**src/rtl/mux2_pkg.sv**
```systemverilog
// mux2_pkg: shared FSM state encoding and select constants for the mux2 stream arbiter
package mux2_pkg;
    typedef enum logic [1:0] {IDLE = 2'd0, LOCK_A = 2'd1, LOCK_B = 2'd2} state_t;
    localparam logic SEL_A = 1'b0;
    localparam logic SEL_B = 1'b1;
endpackage

```
**src/rtl/mux2_bus.sv**
```systemverilog
// mux2_bus: combinational 2:1 steer of a {last,data} beat, sel=0 forwards a
module mux2_bus #(
    parameter int WIDTH = 8
) (
    input  logic             sel,
    input  logic [WIDTH:0]   a,
    input  logic [WIDTH:0]   b,
    output logic [WIDTH:0]   y
);
    assign y = sel ? b : a;
endmodule

```
**src/rtl/mux2_rr_arbiter.sv**
```systemverilog
// mux2_rr_arbiter: packet-aware round-robin 2:1 stream arbiter with registered output
module mux2_rr_arbiter
    import mux2_pkg::*;
#(
    parameter int WIDTH = 8
) (
    input  logic             clk,
    input  logic             rst,
    input  logic             a_valid,
    input  logic [WIDTH-1:0] a_data,
    input  logic             a_last,
    output logic             a_ready,
    input  logic             b_valid,
    input  logic [WIDTH-1:0] b_data,
    input  logic             b_last,
    output logic             b_ready,
    output logic             y_valid,
    output logic [WIDTH-1:0] y_data,
    output logic             y_last,
    input  logic             y_ready,
    output logic             sel
);
    state_t         state_q, state_d;
    logic           prio_q, prio_d, sel_q, cand, out_free, xfer;
    logic [WIDTH:0] steer;

    assign out_free = !y_valid | y_ready;
    // with nothing valid the select parks on its previous value
    assign cand = (a_valid & b_valid) ? prio_q : a_valid ? SEL_A : b_valid ? SEL_B : sel_q;
    assign sel = rst ? SEL_A : (state_q == LOCK_A) ? SEL_A : (state_q == LOCK_B) ? SEL_B : cand;
    assign a_ready = !rst & out_free & (sel == SEL_A);
    assign b_ready = !rst & out_free & (sel == SEL_B);
    assign xfer = (sel == SEL_B) ? (b_valid & b_ready) : (a_valid & a_ready);

    mux2_bus #(.WIDTH(WIDTH)) u_bus (
        .sel (sel),
        .a   ({a_last, a_data}),
        .b   ({b_last, b_data}),
        .y   (steer)
    );

    always_comb begin
        state_d = state_q;
        prio_d  = prio_q;
        if (xfer) begin
            state_d = steer[WIDTH] ? IDLE : (sel == SEL_B) ? LOCK_B : LOCK_A;
            prio_d  = steer[WIDTH] ? !sel : prio_q;
        end
    end

    always_ff @(posedge clk) begin
        if (rst) begin
            state_q <= IDLE;
            prio_q  <= SEL_A;
            sel_q   <= SEL_A;
            y_valid <= 1'b0;
            y_data  <= '0;
            y_last  <= 1'b0;
        end else begin
            state_q <= state_d;
            prio_q  <= prio_d;
            sel_q   <= sel;
            if (xfer) begin
                y_valid          <= 1'b1;
                {y_last, y_data} <= steer;
            end else if (y_ready) begin
                y_valid <= 1'b0;
            end
        end
    end
endmodule

```
**config.mk**
```make
export PLATFORM = sky130hd
export DESIGN_NAME = mux2_rr_arbiter
export DESIGN_NICKNAME = d
export VERILOG_FILES = /design/src/rtl/mux2_pkg.sv /design/src/rtl/mux2_bus.sv /design/src/rtl/mux2_rr_arbiter.sv
export SDC_FILE = /design/constraint.sdc
export NUM_CORES = 1
export LEC_CHECK = 0
export ABC_AREA = 0
export BUFFER_PORTS_ARGS = -buffer_cell sky130_fd_sc_hd__buf_2
export CAP_MARGIN = 40
export CORE_ASPECT_RATIO = 1.25
export CORE_MARGIN = 2
export CORE_UTILIZATION = 40
export CTS_BUF_LIST = sky130_fd_sc_hd__clkbuf_4
export DETAILED_ROUTE_END_ITERATION = 12
export PLACE_DENSITY_LB_ADDON = 0.08
export SLEW_MARGIN = 15
export SYNTH_ARGS = -nofsm -noshare
export SYNTH_HDL_FRONTEND = slang
export SYNTH_SLANG_ARGS = --single-unit
```
**constraint.sdc**
```tcl
create_clock -name clk -period 3 [get_ports clk]
set_clock_uncertainty 0.2 [all_clocks]
set_input_delay 0.15 -clock clk [delete_from_list [all_inputs] [get_ports clk]]
set_output_delay 0.15 -clock clk [all_outputs]
set_load 0.05 [all_outputs]
```
# Yosys cells after proc, flatten, opt, wreduce, memory -nomap -nowiden
# Cells that the tools add are included.
[word_totals]
input_bits = 23
ff_bits = 14
output_inout_bits = 13
[classes]
bitwise = 8
eq_ne = 2
reduce_logical = 5
mux = 12
[ops]
columns = ["op", "count"]
rows = [
  ["2-to-1 mux 1 bit", 9],
  ["2-to-1 mux 9 bit", 1],
  ["bitwise AND 1 bit", 6],
  ["2-to-1 mux 2 bit", 2],
  ["logical NOT 1 bit", 3],
  ["equality test 2 x 1 -> 1 bit, second input constant", 1],
  ["equality test 2 bit, second input constant", 1],
  ["AND reduction 2 bit", 1],
  ["nonzero test 2 bit", 1],
  ["inverter 1 bit", 1],
  ["OR 1 bit", 1],
]

# Longest topological paths before layout
# Gate-level depths: netlist (run 1).
[logic_depth]
word_depth = 11
ltp_mapped = 7
depth_no_buf = 4

# Modules after synthesis
# Synthesis (run 1) repeated with hierarchy kept, for this count alone.
[unflattened]
hier_cells = 93
hier_area_um2 = 859.6
[modules_own_cells]
columns = ["module", "n_inst", "seq_area_each_um2", "cells_each", "area_per_inst_um2"]
rows = [
  ["mux2_rr_arbiter", 1, 280.3, 83, 713.2],
  ["mux2_bus", 1, 0.0, 10, 146.4],
]

# Least setup slack after synthesis (run 1)
# OpenSTA, ideal clock, no wires.
[synth_path]
path_type = "reg-to-output"
startpoint = "reg prio_q"
endpoint = "out a_ready"
path_slack_ps = 423
path_stages_with_launch = 4
path_buffers = 0
arrival_ps = 2227
path_cell_list = "dfxtp_1 > nand2b_1 > and3_4 > nor4_1"
[synth_via]
elab_chain_len = 6
[synth_lines]
columns = ["element", "line", "text"]
rows = [
  ["start, declared", "mux2_rr_arbiter.sv:24", "logic prio_q, prio_d, sel_q, cand, out_free, xfer;"],
  ["start signal, assigned", "mux2_rr_arbiter.sv:61", "prio_q <= prio_d;"],
  ["2-to-1 mux 1 bit", "mux2_rr_arbiter.sv:29", "assign cand = (a_valid & b_valid) ? prio_q : a_valid ? SEL_A : b_valid ? SEL_B : sel_q;"],
  ["2-to-1 mux 1 bit (3 in a row)", "mux2_rr_arbiter.sv:30", "assign sel = rst ? SEL_A : (state_q == LOCK_A) ? SEL_A : (state_q == LOCK_B) ? SEL_B : cand;"],
  ["inverter 1 bit", "mux2_rr_arbiter.sv:31", "assign a_ready = !rst & out_free & (sel == SEL_A);"],
  ["bitwise AND 1 bit", "mux2_rr_arbiter.sv:31", ""],
  ["end, declared", "mux2_rr_arbiter.sv:12", "output logic a_ready,"],
]
# No other way between the ends.

# Worst setup path in the final report (run 1)
[layout_path]
startpoint = "reg state_q[1]"
endpoint = "out b_ready"
[layout_via]
elab_chain_len = 5
[layout_lines]
columns = ["element", "line", "text"]
rows = [
  ["start, declared", "mux2_rr_arbiter.sv:23", "state_t state_q, state_d;"],
  ["start signal, assigned", "mux2_rr_arbiter.sv:60", "state_q <= state_d;"],
  ["equality test 2 bit", "mux2_rr_arbiter.sv:30", ""],
  ["2-to-1 mux 1 bit", "mux2_rr_arbiter.sv:30", ""],
  ["2-to-1 mux 1 bit (*) (2 in a row)", "mux2_rr_arbiter.sv:30", ""],
  ["bitwise AND 1 bit (*)", "mux2_rr_arbiter.sv:32", "assign b_ready = !rst & out_free & (sel == SEL_B);"],
  ["end, declared", "mux2_rr_arbiter.sv:16", "output logic b_ready,"],
]
# Mark *: on every way between the ends. The rest lies on a longest branch, timed or not.

==> summary.md, run 1 <==
| Metric | Value |
|---|---|
| H-tree depth | 1 |
| Largest family of logic cells by synthesized area | compound AO/OA/AOI/OAI gates |
| Placement Cell Area | 0.00114 sq mm |
| Largest net degree at the start of global routing | 32 |
| WP buf/inv | 1 |
| CP required | 2650 ps |
| Slew HR | 0.603 |
| Adder-cell area share of the yosys netlist | 0 |
| Routed wire per std cell | 13.6 um |
| Fin Setup TNS | 0 ps |
| Fin cells | 182 |
| Outcome | completed |
| Most common cell after layout, fill and taps aside | buf_2 |
| Synth Area in Simple Gates | 0.305 |
| Area delta synth->final | 25.6% |
| Die width | 48.7 um |
| WHS | 5.92 ps |
| Post-synthesis cell count | 112 |
| Drt pass-1 iters | 4 |
| Mux share of post-synthesis cell area | 0.0100 |
| CTS Root Cell | clkbuf_4 |
| DIE HEIGHT | 59.9 um |
| Core box area | 0.00240 sq mm |
| Synthesized area | 998 sq um |
| Global-route usage over all layers | 0.179 |
| Cell Pwr Density | 499 mW/mm^2 |
| DRT Wirelength | 2.47 mm |
| NumNets Final | 173 |
| # IOs | 36 |
| CTS tree | built |
| Sequential share of the synthesized area | 0.281 |
| Final Setup Violations | 0 |
| Post-route cell area | 0.00125 sq mm |
| Setup crit end kind | primary output |
| Syn nets | 135 |
| CP startpoint kind | flop |
| Least-Margin Pin Slew | 595 ps |
| Yosys reg bits | 14 |
| Iteration-0 DRC Markers | 18 |
| Grt ovf | 0 |
| VDD IR-drop max | 0.248 mV |
| Vias in the first global route | 923 |
| Yosys warning total | 0 |
| Xor/xnor cell area share of the yosys netlist | 0 |
| CP max stage cell | dfxtp_1 |
| N_diodes | 0 |
| Row cnt | 20 |
| Fillcell total | 269 |
| Final slew viol count | 0 |
| Vias | 985 |
| Top Family by Delay on Critical Path | simple AND/OR/NAND/NOR gates |
| Worst-path fanout max | 13 |
| Die ar. | 0.00291 sq mm |
| Critical Path, Cell by Cell | nand2b_4 > a21o_2 > nor2_4 > nor3_2 > buf_2 |
| Crit path DAT | 1690 ps |
| Leakage | 0.526 nW |
| Post-synth cell types | 36 |
| Final Critical Period | 2040 ps |
| Most frequent cells in the layout | buf_2 (35), dfxtp_1 (14), nand3_1 (10), and3_1 (10) |
| Post-CTS Resized | 0 |
| Initial Util | 0.416 |
| Final GP Congestion | 0.838 |
| Maxcap violations | 0 |
| RSZ-0062 raised after global routing | false |
| Compound-gate portion of the synthesized area | 0.320 |
| Clk pin slew, worst setup/hold paths | 90 ps |
| Clock latency on the worst-skew pair | 280 ps |
| Max Root-Sink Buffers | 2 |
| Drt via density | 5.41 |
| Final Cycle Share | 0.681 |
| HP Class | input pin to flop |
| Final hold vios | 0 |
| Initial antenna violation count | 0 |
| DP HPWL | 1.64 mm |
| Critical path class | flop to primary output |
| Dpl cells | 169 |
| Syn_area_per_cell | 8.91 sq um |
| Total power | 0.626 mW |
| Share of layout cells above drive strength 1 | 0.376 |
| # DRC | 0 |
| Port Buffer Count | 35 |
| Clk sinks | 14 |
| Max Fclk | 0.490 GHz |
| Num CTS Buffers | 3 |
| Crit-path max cell delay | 360 ps |
| Final ANT Viol Nets | 0 |
| First-pass GRT wire length | 4.05 mm |
## stage by stage
stage | worst slack, ps | utilization
floorplan | 423 | -
global placement | 1280 | 0.473
detailed placement | 1260 | 0.473
CTS | 940 | 0.522
global route | 821 | 0.522
finish | 958 | 0.522
## path summary, 6_finish.rpt
check	start	end	slack, ps	depth (start not counted)
max	state_q[1]$_SDFFE_PP0P_	b_ready	960	5
min	a_valid	y_valid$_SDFFE_PP0P_	6	3
min reg2reg	prio_q$_SDFFE_PP0P_	prio_q$_SDFFE_PP0P_	300	1
max reg2reg	state_q[1]$_SDFFE_PP0P_	y_data[0]$_SDFFE_PP0P_	1220	4
## Yosys cell counts, drive strengths merged
master | instances | area [sq um]
dfxtp | 14 | 280
and3 | 11 | 73.8
nand3 | 11 | 60.1
a211oi | 10 | 80.1
a21boi | 9 | 67.6
nand2 | 9 | 41.3
a311oi | 8 | 108
buf | 8 | 66.3
a21oi | 4 | 23.8
nor2b | 4 | 27.5
nor3 | 4 | 30.0
clkbuf | 3 | 11.3
nand2b | 3 | 33.8
nor2 | 3 | 18.8
inv | 2 | 7.51
nor4 | 2 | 12.5
a211o | 1 | 8.76
a21o | 1 | 8.76
a32o | 1 | 10.0
mux2i | 1 | 10.0
nand4 | 1 | 6.26
o211ai | 1 | 7.51
o21ai | 1 | 5.00
## metal layers
metal	vias up	GRT usage	wire, um
met2	20	0.315	1230
met3	2	0.0250	76
met5	-	0	0
met4	0	0.0735	20
met1	462	0.222	1150
li1	501	-	-
## report_power, final
group / internal (mW) / leakage (nW) / switching [mW]
Sequential: 0.212 / 0.116 / 0.0177
Clock: 0.0482 / 0.0154 / 0.0644
Combinational: 0.0958 / 0.395 / 0.188
## cell type report
| cell class | instances | area [sq um] | share of cell area |
|---|---|---|---|
| clock buffers | 3 | 22.5 | 0.0180 |
| clock inverters | 1 | 3.75 | 0.00299 |
| inverters | 2 | 7.51 | 0.00599 |
| multi-input cells | 85 | 633 | 0.505 |
| flip-flops and latches | 14 | 280 | 0.224 |
| well taps | 33 | 41.3 | 0.0329 |
| repair buffers | 44 | 265 | 0.212 |
## cells by family (layout without fill, tap and decap cells)
kind of cell           after synthesis  in the layout
AOI/OAI and AO/OA                   36             36
and+or+nand+nor                     48             48
muxes                                1              1
DFF                                 14             14
buffers and inverters               13             50
## state kept, by name (all words and copies together), names as in the netlist
register and count:
sel_q 1, y_data 8, y_last 1, y_valid 1, state_q 2, prio_q 1
## timing repair
item,CTS,global route
setup buffers,0,0
endpoints found under the hold margin,9,0
hold buffers,9,0
## worst reg2reg max path, cell delays in order (launching register included)
cell	delay, ps
dfxtp_1	360
nand2b_4	170
a21oi_2	500
a211oi_1	160
a311oi_1	290
No activity file was read; power rests on OpenSTA's default activity.
==> inputs of run 2 (changes only) <==
--- a/config.mk
+++ b/config.mk
@@ -5,7 +5,7 @@
 export SDC_FILE = /design/constraint.sdc
 export NUM_CORES = 1
 export LEC_CHECK = 0
-export ABC_AREA = 0
+export ABC_AREA = 1
 export BUFFER_PORTS_ARGS = -buffer_cell sky130_fd_sc_hd__buf_2
 export CAP_MARGIN = 40
 export CORE_ASPECT_RATIO = 1.25
==> constraint.sdc (replaced) <==
create_clock -name clk -period 1.94 [get_ports clk]
set_clock_uncertainty 0.2 [all_clocks]
set_input_delay 0.097 -clock clk [delete_from_list [all_inputs] [get_ports clk]]
set_output_delay 0.097 -clock clk [all_outputs]
set_load 0.05 [all_outputs]
==> summary.md, run 2 <==
| Metric | Value |
|---|---|
| # IOs | 36 (unchanged) |
| Post-synthesis cell count | 110 (was 112) |
| Ys async rst share | 0 (unchanged) |
| Synth Area in Simple Gates | 0.417 (was 0.305) |
| First-pass GRT wire length | 3.40 mm (was 4.05 mm) |
| Post-synth cell types | 19 (was 36) |
| Placement Cell Area | 887 sq um (was 0.00114 sq mm) |
| Reg with most FFs | y_data (unchanged) |
| Num CTS Buffers | 3 (unchanged) |
| Slack of the critical path | 89.2 ps (was 958 ps) |
| Most common cell after layout, fill and taps aside | buf_2 (unchanged) |
| Cell Pwr Density | 759 mW/mm^2 (was 499 mW/mm^2) |
| Max Root-Sink Buffers | 2 (unchanged) |
| CTS tree | built (unchanged) |
| DIE HEIGHT | 50.9 um (was 59.9 um) |
| Mux share of post-synthesis cell area | 0 (was 0.0100) |
| Yosys reg bits | 14 (unchanged) |
| Sequential share of the synthesized area | 0.398 (was 0.281) |
| Top Family by Delay on Critical Path | buffers and inverters (was simple AND/OR/NAND/NOR gates) |
| Initial Util | 0.440 (was 0.416) |
| Area delta synth->final | 62.9% (was 25.6%) |
| Drt pass-1 iters | 4 (unchanged) |
| Synth top area cells | dfxtp_1 (40%), nand2_1 (17%), nor2_1 (14%) (was dfxtp_1 (28%), a311oi_2 (9.0%), a211oi_1 (6.8%)) |
| Final core occ | 0.716 (was 0.522) |
| Reg2reg path depth | 11 (was 4) |
| Xor/xnor cell area share of the yosys netlist | 0 (unchanged) |
| DRT Wirelength | 2.02 mm (was 2.47 mm) |
| VDD IR-drop max | 0.469 mV (was 0.248 mV) |
| Sw power | 0.352 mW (was 0.270 mW) |
| DP HPWL | 1.22 mm (was 1.64 mm) |
| Final hold vios | 0 (unchanged) |
| NumNets Final | 193 (was 173) |
| Vias | 890 (was 985) |
| Row cnt | 16 (was 20) |
| Critical path class | flop to primary output (unchanged) |
| Worst flop-to-flop path startpoint | state_q[0]$_SDFFE_PP0P_ (was state_q[1]$_SDFFE_PP0P_) |
| Final slew viol count | 0 (unchanged) |
| Adder-cell area share of the yosys netlist | 0 (unchanged) |
| Clock latency on the worst-skew pair | 280 ps (about the same) |
| Clock power share | 0.199 (was 0.180) |
| Iteration-0 DRC Markers | 10 (was 18) |
| Global-route usage over all layers | 0.202 (was 0.179) |
| Synthesized area | 704 sq um (was 998 sq um) |
| Initial antenna violation count | 0 (unchanged) |
| Internal Power | 0.520 mW (was 0.356 mW) |
| Final Critical Period | 1850 ps |
| CTS Root Cell | clkbuf_4 (unchanged) |
| Area of the multi-input gates | 369 sq um (was 633 sq um) |
| Final Setup Violations | 0 (unchanged) |
| Syn_area_per_cell | 6.40 sq um (was 8.91 sq um) |
| Gate power share | 0.416 (was 0.453) |
| CP startpoint kind | flop (unchanged) |
| R2r setup slk | 240 ps (was 1220 ps) |
| Biggest area consumer among synthesized cells | dfxtp_1 (unchanged) |
| N_diodes | 0 (unchanged) |
| Dpl cells | 160 (was 169) |
| Routed wire per std cell | 10.8 um (was 13.6 um) |
| EDFF count, synth | 0 (unchanged) |
| Worst Hold End | y_last$_SDFFE_PP0P_ (was y_valid$_SDFFE_PP0P_) |
| H-tree depth | 1 (unchanged) |
| WP buf/inv | 4 (was 1) |
| Fillcell total | 139 (was 269) |
| Maxcap violations | 0 (unchanged) |
| Port Buffer Count | 35 (unchanged) |
| Final ANT Viol Nets | 0 (unchanged) |
| Max Fclk | 0.540 GHz |
| Fin cells | 187 (was 182) |
| Crit-path max cell delay | 320 ps (was 360 ps) |
| CP required | 1640 ps (was 2650 ps) |
| Compound-gate portion of the synthesized area | 0.0924 (was 0.320) |
| Slew HR | 0.785 (was 0.603) |
| Worst-path fanout max | 9 (was 13) |
| Final Cycle Share | 0.954 |
| Crit path DAT | 1550 ps (was 1690 ps) |
| Clk sinks | 14 (unchanged) |
| Share of the synthesized area in the top cell type | 0.398 (was 0.281) |
| HP Class | input pin to flop (unchanged) |
| Setup crit end kind | primary output (unchanged) |
| Clk pin slew, worst setup/hold paths | 90 ps (about the same) |
| Setup WS pre-CTS | 317 ps (was 1260 ps) |
| Least-Margin Pin Slew | 322 ps (was 595 ps) |
| Drt via density | 4.76 (was 5.41) |
| # DRC | 0 (unchanged) |
| Commonest cells post-synth | nand2_1 (32), nor2_1 (26), dfxtp_1 (14) (was dfxtp_1 (14), and3_1 (10), nand3_1 (10)) |
| Vias in the first global route | 859 (was 923) |
| Die width | 41.5 um (was 48.7 um) |
| Die ar. | 0.00211 sq mm (was 0.00291 sq mm) |
| Max reg flops | 8 (unchanged) |
| Syn nets | 133 (was 135) |
| Share of layout cells above drive strength 1 | 0.308 (was 0.376) |
| Top flop regs | y_data: 8 flops, state_q: 2 flops (unchanged) |
| Yosys warning total | 0 (unchanged) |
| CP max stage cell | dfxtp_1 (unchanged) |
| Sw frac | 0.404 (was 0.432) |
| Largest family of logic cells by synthesized area | simple AND/OR/NAND/NOR gates (was compound AO/OA/AOI/OAI gates) |
| Largest net degree at the start of global routing | 16 (was 32) |
| Post-route cell area | 0.00115 sq mm (was 0.00125 sq mm) |
| Most numerous cell in the Yosys netlist | nand2_1 (was dfxtp_1) |
| Outcome | completed (unchanged) |
| Final GP Congestion | 0.830 (was 0.838) |
| Leakage | 0.639 nW (was 0.526 nW) |
| Reg area | 280 sq um (unchanged) |
| Synth Flop Type | dfxtp_1 (unchanged) |
| Grt ovf | 0 (unchanged) |
| Hold depth | 4 (was 3) |
| Register share of total power | 0.385 (was 0.367) |
| Worst r2r dst | y_data[3]$_SDFFE_PP0P_ (was y_data[0]$_SDFFE_PP0P_) |
| Critical Path, Cell by Cell | inv_1 > nor2_1 > nor2_2 > nand2_4 > clkinvlp_4 > buf_4 > buf_2 (was nand2b_4 > a21o_2 > nor2_4 > nor3_2 > buf_2) |
| Most frequent cells in the layout | buf_2 (33), nand2_1 (32), nor2_1 (26) (was buf_2 (35), dfxtp_1 (14), nand3_1 (10), and3_1 (10)) |
| Min-delay src | a_valid (unchanged) |
| Core box area | 0.00160 sq mm (was 0.00240 sq mm) |
run 2: routing by layer:
layer | GRT usage | up-vias | part of all wire
met2 | 0.393 | 35 | 0.52
li1 | - | 458 | -
met1 | 0.208 | 389 | 0.42
met5 | 0 | - | 0
met3 | 0.0283 | 8 | 0.044
met4 | 0.0968 | 0 | 0.019
run 2: how the worst max path moves through the flow:
stage | start | to | slack [ps] | cells past startpoint
4_1_cts | state_q[0]$_SDFFE_PP0P_ | sel | -2 | 6
2_1_floorplan | prio_q$_SDFFE_PP0P_ | a_ready | 150 | 8
6_report | state_q[0]$_SDFFE_PP0P_ | sel | 90 | 7
5_1_grt | state_q[0]$_SDFFE_PP0P_ | sel | -20 | 7
3_5_place_dp | prio_q$_SDFFE_PP0P_ | a_ready | 320 | 8
3_3_place_gp | state_q[0]$_SDFFE_PP0P_ | sel | 350 | 6
run 2: repair_timing:
item / 4_1_cts / 5_1_grt
endpoints found under the setup margin: 1 / 3
setup buffers: 0 / 4
endpoints found under the hold margin: 12 / 0
gates cloned: 0 / 0
gates resized for setup: 0 / 4
hold buffers: 19 / 0
run 2: worst register-to-register path: cells and delay by family, from the launching register on:
kind                   cells  cell delay [ps]
buffers and inverters      4              490
flip-flops                 1              330
AND/OR/NAND/NOR            7              580
run 2: kinds of logic (layout without fill, tap and decap cells):
group	after synthesis	count (layout)
buf+inv	14	73
flops	14	14
compound gates	13	13
simple gates	69	69
run 2: power groups by stage:
stage	logic (mW)	clock network, mW	registers, mW
3_5_place_dp	0.309	0	0.341
5_1_grt	0.391	0.191	0.341
3_3_place_gp	0.307	0	0.341
2_1_floorplan	0.154	0	0.426
4_1_cts	0.339	0.177	0.335
6_report	0.363	0.173	0.335
run 2: area by class of cell:
cell class | instances | share of cell area
Timing Repair Buffer | 59 | 0.356
Clock inverter | 1 | 0.00327
Sequential cell | 14 | 0.244
Multi-Input combinational cell | 82 | 0.322
Inverter | 10 | 0.0360
Clock buffer | 3 | 0.0196
Tap cell | 18 | 0.0196
run 2: through the flow:
stage               hold WS (ps)  TNS [ps]  power, mW
detailed placement           153         0      0.651
CTS                         32.5     -1.66      0.851
global route                53.7     -22.3      0.922
global placement             150         0      0.648
floorplan                  -33.9         0      0.580
finish                      28.8         0      0.871
